--- src/rtl/pattern_serializer.sv ---
// Serializes a loaded bit pattern MSB-first onto w, one bit per RATE_DIV clocks.
// Moore outputs feed a downstream sequence detector directly.
module pattern_serializer #(
   parameter int unsigned RATE_DIV = 1
) (
   input  logic        Clock,
   input  logic        Resetn,
   input  logic        Load,
   input  logic [15:0] Pattern,
   input  logic [3:0]  Len,
   input  logic        Start,
   input  logic        Repeat,
   input  logic        Abort,
   output logic        w,
   output logic        BitValid,
   output logic        Busy,
   output logic        Done,
   output logic [3:0]  BitIdx
);

   // 8 bits cover the largest legal divide of 255 without wrap
   localparam logic [7:0] CNT_MAX = 8'(RATE_DIV - 1);

   typedef enum logic [1:0] {
      ST_IDLE = 2'b00,
      ST_SEND = 2'b01,
      ST_DONE = 2'b10
   } state_t;

   state_t      state_q, state_d;
   logic [15:0] pat_q, pat_d;
   logic [3:0]  len_q, len_d;
   logic [3:0]  idx_q, idx_d;
   logic [7:0]  cnt_q, cnt_d;

   // State and datapath registers with synchronous active-low reset
   always_ff @(posedge Clock) begin
      if (!Resetn) begin
         state_q <= ST_IDLE;
         pat_q   <= 16'h0000;
         len_q   <= 4'd0;
         idx_q   <= 4'd0;
         cnt_q   <= 8'd0;
      end else begin
         state_q <= state_d;
         pat_q   <= pat_d;
         len_q   <= len_d;
         idx_q   <= idx_d;
         cnt_q   <= cnt_d;
      end
   end

   // Next-state and datapath update
   always_comb begin
      state_d = state_q;
      pat_d   = pat_q;
      len_d   = len_q;
      idx_d   = idx_q;
      cnt_d   = cnt_q;
      case (state_q)
         ST_IDLE: begin
            if (Load) begin
               pat_d = Pattern;
               len_d = Len;
            end else begin
               pat_d = pat_q;
               len_d = len_q;
            end
            // A simultaneous Load must launch the freshly supplied length
            if (Start) begin
               state_d = ST_SEND;
               cnt_d   = 8'd0;
               idx_d   = Load ? Len : len_q;
            end else begin
               state_d = ST_IDLE;
            end
         end
         ST_SEND: begin
            if (Abort) begin
               state_d = ST_IDLE;
            end else if (cnt_q == CNT_MAX) begin
               cnt_d = 8'd0;
               if (idx_q != 4'd0) begin
                  idx_d = idx_q - 4'd1;
               end else if (Repeat) begin
                  idx_d = len_q;
               end else begin
                  state_d = ST_DONE;
               end
            end else begin
               cnt_d = cnt_q + 8'd1;
            end
         end
         ST_DONE: begin
            state_d = ST_IDLE;
         end
         default: begin
            state_d = ST_IDLE;
         end
      endcase
   end

   // Output decode from registered state only
   always_comb begin
      w        = 1'b0;
      BitValid = 1'b0;
      Busy     = 1'b0;
      Done     = 1'b0;
      BitIdx   = 4'd0;
      case (state_q)
         ST_SEND: begin
            w        = pat_q[idx_q];
            BitValid = (cnt_q == CNT_MAX);
            Busy     = 1'b1;
            BitIdx   = idx_q;
         end
         ST_DONE: begin
            Done = 1'b1;
         end
         default: begin
            Done = 1'b0;
         end
      endcase
   end

endmodule

--- config.mk ---
export PLATFORM = sky130hd
export DESIGN_NAME = pattern_serializer
export DESIGN_NICKNAME = d
export VERILOG_FILES = /design/src/rtl/pattern_serializer.sv
export SDC_FILE = /design/constraint.sdc
export NUM_CORES = 1
export LEC_CHECK = 0
export ABC_AREA = 1
export CORE_MARGIN = 2
export CORE_UTILIZATION = 40
export CTS_CLUSTER_DIAMETER = 30
export DETAILED_ROUTE_END_ITERATION = 12
export GPL_ROUTABILITY_DRIVEN = 0
export PLACE_DENSITY_LB_ADDON = 0.3
export RECOVER_POWER = 25
export SLEW_MARGIN = 5
export SYNTH_ARGS = -nofsm -noshare
export SYNTH_HDL_FRONTEND = slang
export SYNTH_SLANG_ARGS = --single-unit
--- constraint.sdc ---
create_clock -name Clock -period 1.3 [get_ports Clock]
set_input_delay 0.195 -clock Clock [delete_from_list [all_inputs] [get_ports Clock]]
set_output_delay 0.195 -clock Clock [all_outputs]
set_load 0.005 [all_outputs]
# --- After elaboration in Yosys (flattened, before gate mapping) ---
# Index checks and enable logic that the tools add are counted.
op_classes:
  add_sub_neg: 2
  n_eq_ne: 9
  muxes: 24
  n_lt_le_gt_ge: 1
  reduce_logical: 8
op_table:
  columns: ["operator", "count"]
  rows:
  - ["2-to-1 mux 4 bit", 7]
  - ["2-to-1 mux 8 bit", 3]
  - ["one-hot mux 8 bit (2 select lines)", 1]
  - ["!= test 3 bit, second input constant", 4]
  - ["adder 8 x 1 -> 8 bit, second input constant", 1]
  - ["zero test 8 bit", 1]
  - ["2-to-1 mux 2 bit", 4]
  - ["one-hot mux 4 bit (2 select lines)", 1]
  - ["2-to-1 mux 1 bit", 6]
  - ["!= test 2 bit, second input constant", 3]
  - ["AND reduction 3 bit", 2]
  - ["< comparator 4 x 5 -> 1 bit, second input constant", 1]
  - ["AND reduction 5 bit", 1]
  - ["binary-select mux 1 bit (select 4 bit)", 1]
  - ["one-hot mux 2 bit (2 select lines)", 1]
  - ["nonzero test 4 bit", 1]
  - ["subtractor 4 x 1 -> 4 bit, second input constant", 1]
  - ["== test 2 x 1 -> 1 bit, second input constant", 1]
  - ["== test 2 bit, second input constant", 1]
  - ["zero test 2 bit", 1]
  - ["AND reduction 2 bit", 1]
  - ["nonzero test 2 bit", 1]
totals:
  output_inout_bits: 8
  register_bits: 34
  word_cells: 49
  inputBits: 26

# --- Depth between registers and ports, before layout ---
# Gate-level depths: netlist of run 1.
logic_depth:
  depth_word: 5
  mapped_depth: 11
  mapped_depth_nobuf: 10

# --- Least setup slack after synthesis of run 1 ---
# Ideal clock, no wire load.
synth_timing:
  path_kind: "flip-flop to flip-flop"
  from: "reg idx_q[1]"
  to: "reg idx_q[0]"
  arrival_time_ps: 1283
  n_path_buf: 1
  stages_incl_launch_ff: 10
  required_ps: 1188
  setup_time_ps: 112
  slack_ps: -95
  synth_period_minus_slack_ps: 1395
  cell_sequence: "dfxtp_1 -> buf_2 -> inv_1 -> ha_1 -> nand3b_1 -> nand3_2 -> nand2_2 -> inv_1 -> nor2_1 -> nor2_1"
synth_between:
  elab_chain_len: 5
  word_cells_on_any_way: 7
  cone_classes: "eq/ne (1); mux (4); reduce/logical (2)"
synth_rtl:
  columns: ["element", "line", "source"]
  rows:
  - ["start, declared", "33", "logic [3:0] idx_q, idx_d;"]
  - ["start signal, assigned", "48", "idx_q <= idx_d;"]
  - ["nonzero test 4 bit *", "83", "if (idx_q != 4'd0) begin"]
  - ["2-to-1 mux 4 bit", "83", null]
  - ["2-to-1 mux 4 bit", "81", "end else if (cnt_q == CNT_MAX) begin"]
  - ["2-to-1 mux 4 bit", "79", "if (Abort) begin"]
  - ["one-hot mux 4 bit (2 select lines)", "60", "case (state_q)"]
# Mark *: on every way between the ends. The rest lies on a longest branch, timed or not. The select of a mux whose other input is x is not followed.
# A chain may end at the register's enable or synchronous reset.

# --- Worst setup path in the final report of run 1 ---
layout_timing:
  from: "reg idx_q[0]"
  to: "out w"
layout_between:
  elab_chain_len: 3
layout_rtl:
  columns: ["element", "line", "source"]
  rows:
  - ["binary-select mux 1 bit (select 4 bit)", "112", "w = pat_q[idx_q];"]
  - ["2-to-1 mux 1 bit (implied by the code)", "112", null]
  - ["2-to-1 mux 1 bit", "110", "case (state_q)"]
  - ["end, declared", "14", "output logic w,"]
# No other way between the ends. The select of a mux whose other input is x is not followed.

==> flow_summary_export.csv, run 1 <==
group,metric,value,unit
outcome,outcome,"finished, violations left",
outcome,violations,"setup timing",
sta,rsz0062_at_grt,"yes",
power,clkPwrFrac,0.256,
logic_synthesis,synth.most_common_cell,"nand2_1",
logic_synthesis,synth_cells,273,
sta,relSlewSlack,0.846,
critical_path,r2r_end,"idx_q[0]",
layout,final_nets,398,
cts,cts_tree,"built",
route,routed_wl,5.92,mm
logic_synthesis,ys_types,29,
sta,whs,0.473,ns
layout,fin_cells,422,
cts,cts_buffers,5,
cts,cts_root_buf,"clkbuf_8",
cts,cts.sinks,34,
sta,slew_viol_final,0,
power,p_leak,1.43,nW
logic_synthesis,yosysSeqAreaShare,0.377,
die,die-width,71.2,um
critical_path,r2r-start,"idx_q[0]",
critical_path,path_class,"register to output pin",
power,power_switching_share,0.328,
route,num_vias,2148,
route,drtPass1Iterations,4,
route,routedWlPerCell,14.0,um
logic_synthesis,yosys.area.top_type,"dfxtp_1",
power,ir_worst_vdd,0.848,mV
power,finalPower,0.00320,W
power,p_int,0.00215,W
critical_path,cp-end-kind,"output pin",
job,max_cap_violations,0,
cts,clkLatencyLatePin,0.29,ns
route,viasPerCell,5.09,
logic_synthesis,synthTopCellsByArea,"dfxtp_1 (38%), nand2_1 (11%), nor2_1 (9.3%)",
logic_synthesis,synthesis.nets,302,
logic_synthesis,yosysTopAreaCellShare,0.377,
critical_path,path_max_fanout,7,
layout,n_antenna_cell,0,
global_route,grt_pass1_vias,2030,
critical_path,critPathRequiredTime,1.11,ns
logic_synthesis,ys_warn_count,0,
global_route,antenna_found_initial,0,
logic_synthesis,synth_ff_type,"dfxtp_1",
die,dieHeight,71.2,um
cts,path_clk_slew,0.07,ns
layout,area_growth_syn_to_layout,74.4,%
logic_synthesis,ys_ff_latch,34,
sta,fin_crit,1.56,ns
sta,setup_ws,-0.261,ns
logic_synthesis,synth_commonest_cells,"nand2_1 (53), nor2_1 (45), inv_1 (35)",
logic_synthesis,avgSynthCellArea,6.62,um2
critical_path,crit_start,"idx_q[0]",
sta,setup_violations,9,
critical_path,r2r_cells,9,
route,post-route-drc-count,0,
die,coreArea,4350,um2
placement,post-place-cells,400,
critical_path,worstSetupStartpointType,"register",
logic_synthesis,synth_area,1810,um2
logic_synthesis,synth-edff-count,0,
cts,cts_buffer_depth,2,
global_route,grt_use_total,0.216,
global_route,overflow,0,
power,switching_power,0.00105,W
sta,clock_skew,0.0115,ns
critical_path,rrSetupSlack,-0.17,ns
global_route,grt_max_degree,35,
sta,hold_viol,0,
critical_path,cp-endpoint,"w",
power,p_per_area,1010,nW/um2
placement,hpwl,3.36,mm
sta,worstMarginPinSlew,0.231,ns
power,power.share.combinational,0.375,
global_route,grt_pass1_wl,8.77,mm
layout,fillers,309,
sta,fmax,641,MHz
cts,cts_max_level,2,
power,p_seq_frac,0.369,
die,io_pins,34,
die,num_rows,24,
logic_synthesis,async_flop_share,0,
die,floorplan.initialDensity,0.415,
route,initialDrtViolationCount,182,
die,die_area,5070,um2
critical_path,cp.arrival,1.37,ns
route,ant_nets,0,
placement,portBuffers,33,
sta,fin_crit_sh,1.20,
hold_path,hp-class,"register to register",
layout,drive_gt1_frac,0.438,
## layout make-up
class	count	area, um2	share of cell area
Tap cell	52	65.1	0.0206
Inverter	41	174	0.0552
Clock inverter	1	5.00	0.00159
Timing Repair Buffer	96	881	0.279
Timing Repair inverter	2	20.0	0.00635
Sequential cell	34	694	0.220
Clock buffer	7	86.3	0.0274
Multi-Input combinational cell	189	1230	0.389
## worst min path at each step
stage                           start        end  slack [ns]  cells after the start
final                        len_q[2]   len_q[2]        0.47                      2
after global placement       pat_q[5]   pat_q[5]        0.46                      2
after global routing      Pattern[10]  pat_q[10]        0.49                      3
after CTS                    pat_q[6]   pat_q[6]        0.48                      2
after detailed placement     pat_q[5]   pat_q[5]        0.46                      2
after floorplan            Pattern[0]   pat_q[0]        0.33                      2
## cells in the final DEF (no fill, tap or decap), drive strengths merged
cell type and instances:
a211oi 1, a21o 1, a21oi 21, buf 69
bufbuf 1, clkbuf 7, clkdlybuf4s15 1, clkdlybuf4s50 25
clkinv 2, dfxtp 34, ha 3, inv 42
nand2 56, nand3 23, nand3b 1, nand4 1
nor2 47, nor3 2, o211ai 4, o21ai 25
o21bai 1, o22ai 1, xor2 2
## kinds of logic after synthesis
| logic type | Yosys count | synth area share |
|---|---|---|
| buf+inv | 50 | 0.112 |
| compound gates | 54 | 0.165 |
| xor+xnor | 2 | 0.00970 |
| flops | 34 | 0.377 |
| fa+ha+maj | 3 | 0.0208 |
| simple gates | 130 | 0.316 |
## metrics by stage
step / setup WS [ns] / area [um2] / setup TNS (ns) / utilization
2_1_floorplan: 0.0212 / 1820 / 0 / -
3_3_place_gp: -0.370 / 2560 / -7.72 / 0.588
3_5_place_dp: -0.401 / 2560 / -7.61 / 0.588
4_1_cts: -0.196 / 2840 / -0.852 / 0.653
5_1_grt: -0.321 / 3150 / -2.51 / 0.724
6_report: -0.261 / 3150 / -1.18 / 0.724
## sequential cells by signal, summed over array words and instances (netlist names)
| register | flops |
|---|---|
| cnt_q | 8 |
| idx_q | 4 |
| state_q | 2 |
| pat_q | 16 |
| len_q | 4 |
## critical path, stage by stage, from the launching register on
cell and delay (ns):
dfxtp_4 0.37, buf_6 0.14, nand2_4 0.07, nand3_2 0.09, nand3_2 0.10, nand3_2 0.06, a21oi_2 0.13, buf_2 0.12
## power groups by stage
stage                     sequential [W]  combinational (W)  clock (W)
after floorplan                  0.00117           0.000453          0
after global placement           0.00119           0.000832          0
after detailed placement         0.00119           0.000840          0
final                            0.00118            0.00120   0.000818
after CTS                        0.00117           0.000976   0.000818
after global routing             0.00119            0.00130   0.000869
## per-layer routing
metal  vias up  GRT usage  wire length, um
met5         -          0                0
met4         0     0.0964              355
met3        37     0.0513              293
met2        65      0.358             2870
met1       983      0.264             2400
li1       1063          -                -
## timing repair
item | in CTS | in global routing
resized for setup | 80 | 70
hold buffers | 0 | 0
endpoints found under the setup margin | 41 | 37
cloned | 1 | 2
pin swaps | 25 | 17
buffers inserted | 5 | 7
Note: power is estimated with default switching activity, not from simulation.
==> inputs of run 2 (changes only) <==
--- a/config.mk
+++ b/config.mk
@@ -10,7 +10,6 @@
 export CORE_UTILIZATION = 40
 export CTS_CLUSTER_DIAMETER = 30
 export DETAILED_ROUTE_END_ITERATION = 12
-export GPL_ROUTABILITY_DRIVEN = 0
 export PLACE_DENSITY_LB_ADDON = 0.3
 export RECOVER_POWER = 25
 export SLEW_MARGIN = 5
==> results of run 2 <==
Same layout as run 1: the final DEF is identical, and so are final timing and power.
==> inputs of run 3 (changes only) <==
--- a/config.mk
+++ b/config.mk
@@ -6,7 +6,7 @@
 export NUM_CORES = 1
 export LEC_CHECK = 0
 export ABC_AREA = 1
-export CORE_MARGIN = 2
+export CORE_ASPECT_RATIO = 1.1
 export CORE_UTILIZATION = 40
 export CTS_CLUSTER_DIAMETER = 30
 export DETAILED_ROUTE_END_ITERATION = 12
==> run 3 against run 2 <==
Compared with the run above:
- the flow still finishes with violations (setup timing)
- non-clock buffer count fell by 7
- first-iteration DRC count fell by 26%
- cell area fell by 3.7%
- largest cell class unchanged
- largest power group is now sequential cells
- highest routed layer unchanged
==> flow_summary_export.csv, run 3 (synthesis results as in run 1) <==
group,metric,value,unit
placement,portBuffers,33,
layout,register_area,694,um2
global_route,antenna_found_initial,0,
die,floorplan.initialDensity,0.419,
route,wl_met2,3.09,mm
cts,clkLatencyLatePin,0.29,ns
die,die-width,66.1,um
power,p_int,0.00210,W
cts,cts_tree,"built",
route,drtPass1Iterations,4,
route,maxUsedRoutingLayer,"met4",
power,power.share.combinational,0.363,
critical_path,crit_family,"simple AND/OR/NAND/NOR gates",
route,wl_met1,2.29,mm
outcome,violations,"setup timing",
layout,drive_gt1_frac,0.424,
die,die_area,4790,um2
route,post-route-drc-count,0,
layout,n_antenna_cell,0,
route,ant_nets,0,
sta,rsz0062_at_grt,"yes",
cts,cts_buffer_depth,2,
critical_path,path_max_fanout,8,
cts,cts_max_level,2,
placement,hpwl,3.42,mm
sta,relSlewSlack,0.807,
sta,hold_viol,0,
cts,cts.sinks,34,
sta,fin_tns_setup,-1.27,ns
sta,slew_viol_final,0,
critical_path,worstSetupStartpointType,"register",
sta,fin_crit,1.61,ns
die,coreArea,4320,um2
layout,mostFrequentLayoutCells,"buf_4 (41), nand2_1 (37), nor2_1 (32), inv_1 (28), dfxtp_1 (27)",
global_route,grt_pass1_wl,8.13,mm
critical_path,path_buf_inv,1,
cts,cts_root_buf,"clkbuf_8",
layout,multiInputGateArea,1170,um2
critical_path,cp.arrival,1.41,ns
layout,final_nets,391,
layout,largest-register,"pat_q",
global_route,grt_max_degree,37,
route,routed_wl,5.82,mm
die,io_pins,34,
layout,final_common_cell,"buf_4",
sta,setup_ws,-0.306,ns
sta,clock_skew,0.00298,ns
route,initialDrtViolationCount,134,
power,power_switching_share,0.336,
layout,fin_area,3040,um2
route,routedWlPerCell,14.0,um
power,switching_power,0.00106,W
layout,largest_reg_flops,16,
power,p_leak,1.38,nW
layout,area_growth_syn_to_layout,68.1,%
layout,final_util,0.703,
critical_path,rrSetupSlack,-0.18,ns
route,viasPerCell,5.03,
power,p_seq_frac,0.372,
critical_path,cpPeakStageDelay,0.41,ns
placement,place_congestion,0.908,
cts,path_clk_slew,0.07,ns
sta,setup_violations,9,
power,clkPwrFrac,0.265,
layout,fillers,329,
critical_path,path_cells,"nor2_1 -> nor2_1 -> nand2_1 -> nand3_1 -> nand3_1 -> a21oi_2 -> buf_2",
global_route,overflow,0,
global_route,grt_use_total,0.226,
critical_path,path_class,"register to output pin",
global_route,grt_pass1_vias,1919,
power,p_per_area,1040,nW/um2
placement,dpl-instance-area,2550,um2
power,ir_worst_vdd,0.455,mV
cts,cts_buffers,5,
critical_path,r2r_cells,8,
layout,reg.largest.list,"pat_q x16, cnt_q x8",
layout,fin_cells,417,
hold_path,hold_depth,2,
die,num_rows,25,
critical_path,crit_slowest_cell,"dfxtp_4",
critical_path,critPathRequiredTime,1.11,ns
hold_path,hp-class,"register to register",
die,dieHeight,72.5,um
sta,fmax,623,MHz
route,num_vias,2097,
sta,worstMarginPinSlew,0.286,ns
job,max_cap_violations,0,
critical_path,cp-end-kind,"output pin",
critical_path,cp_num_cells,7,
sta,fin_crit_sh,1.24,
route,met3_length,288,um
outcome,outcome,"finished, violations left",
placement,post-place-cells,398,
==> run 3: metrics by stage <==
stage / setup WS [ns] / total power (W) / hold slack (ns)
after floorplan: 0.0212 / 0.00163 / 0.330
after global placement: -0.367 / 0.00201 / 0.451
after detailed placement: -0.408 / 0.00202 / 0.454
after CTS: -0.219 / 0.00294 / 0.464
after global routing: -0.389 / 0.00331 / 0.503
final: -0.306 / 0.00316 / 0.477
==> run 3: final cells by class <==
cell class                      instances  area share
Clock buffer                            6      0.0272
Clock inverter                          2     0.00412
Inverter                               41      0.0573
Multi-Input combinational cell        189       0.386
Sequential cell                        34       0.229
Tap cell                               54      0.0222
Timing Repair Buffer                   89       0.266
Timing Repair inverter                  2     0.00824
==> run 3: worst reg2reg max path, delay by kind of cell (launching register included) <==
kind | cells | cell delay, ns
AND/OR/NAND/NOR | 3 | 0.29
flip-flops | 1 | 0.41
buffers and inverters | 2 | 0.20
AO/OA/AOI/OAI | 2 | 0.34
adder cells (fa/ha/maj) | 1 | 0.17
==> run 3: what timing repair did <==
action	CTS	global route
buffers inserted	3	6
hold buffers	0	0
endpoints found under the setup margin	41	35
cloned	0	2
gates resized for setup	68	77
pin swaps	14	33
==> run 3: final timing paths <==
kind              end  startpoint
max                 w    idx_q[0]
min          len_q[2]    len_q[2]
max reg2reg  idx_q[0]    idx_q[0]
min reg2reg  len_q[2]    len_q[2]
==> run 3: power groups by stage <==
stage	clock network, W	registers (W)	logic (W)
2_1_floorplan	0	0.00117	0.000453
3_3_place_gp	0	0.00119	0.000818
3_5_place_dp	0	0.00119	0.000829
4_1_cts	0.000848	0.00117	0.000921
5_1_grt	0.000896	0.00118	0.00123
6_report	0.000837	0.00118	0.00115
==> run 3: layer usage <==
layer  up-vias  global-route usage
met2        59               0.431
met4         0              0.0851
met5         -                   0
met1       981               0.242
li1       1041                   -
met3        16              0.0425
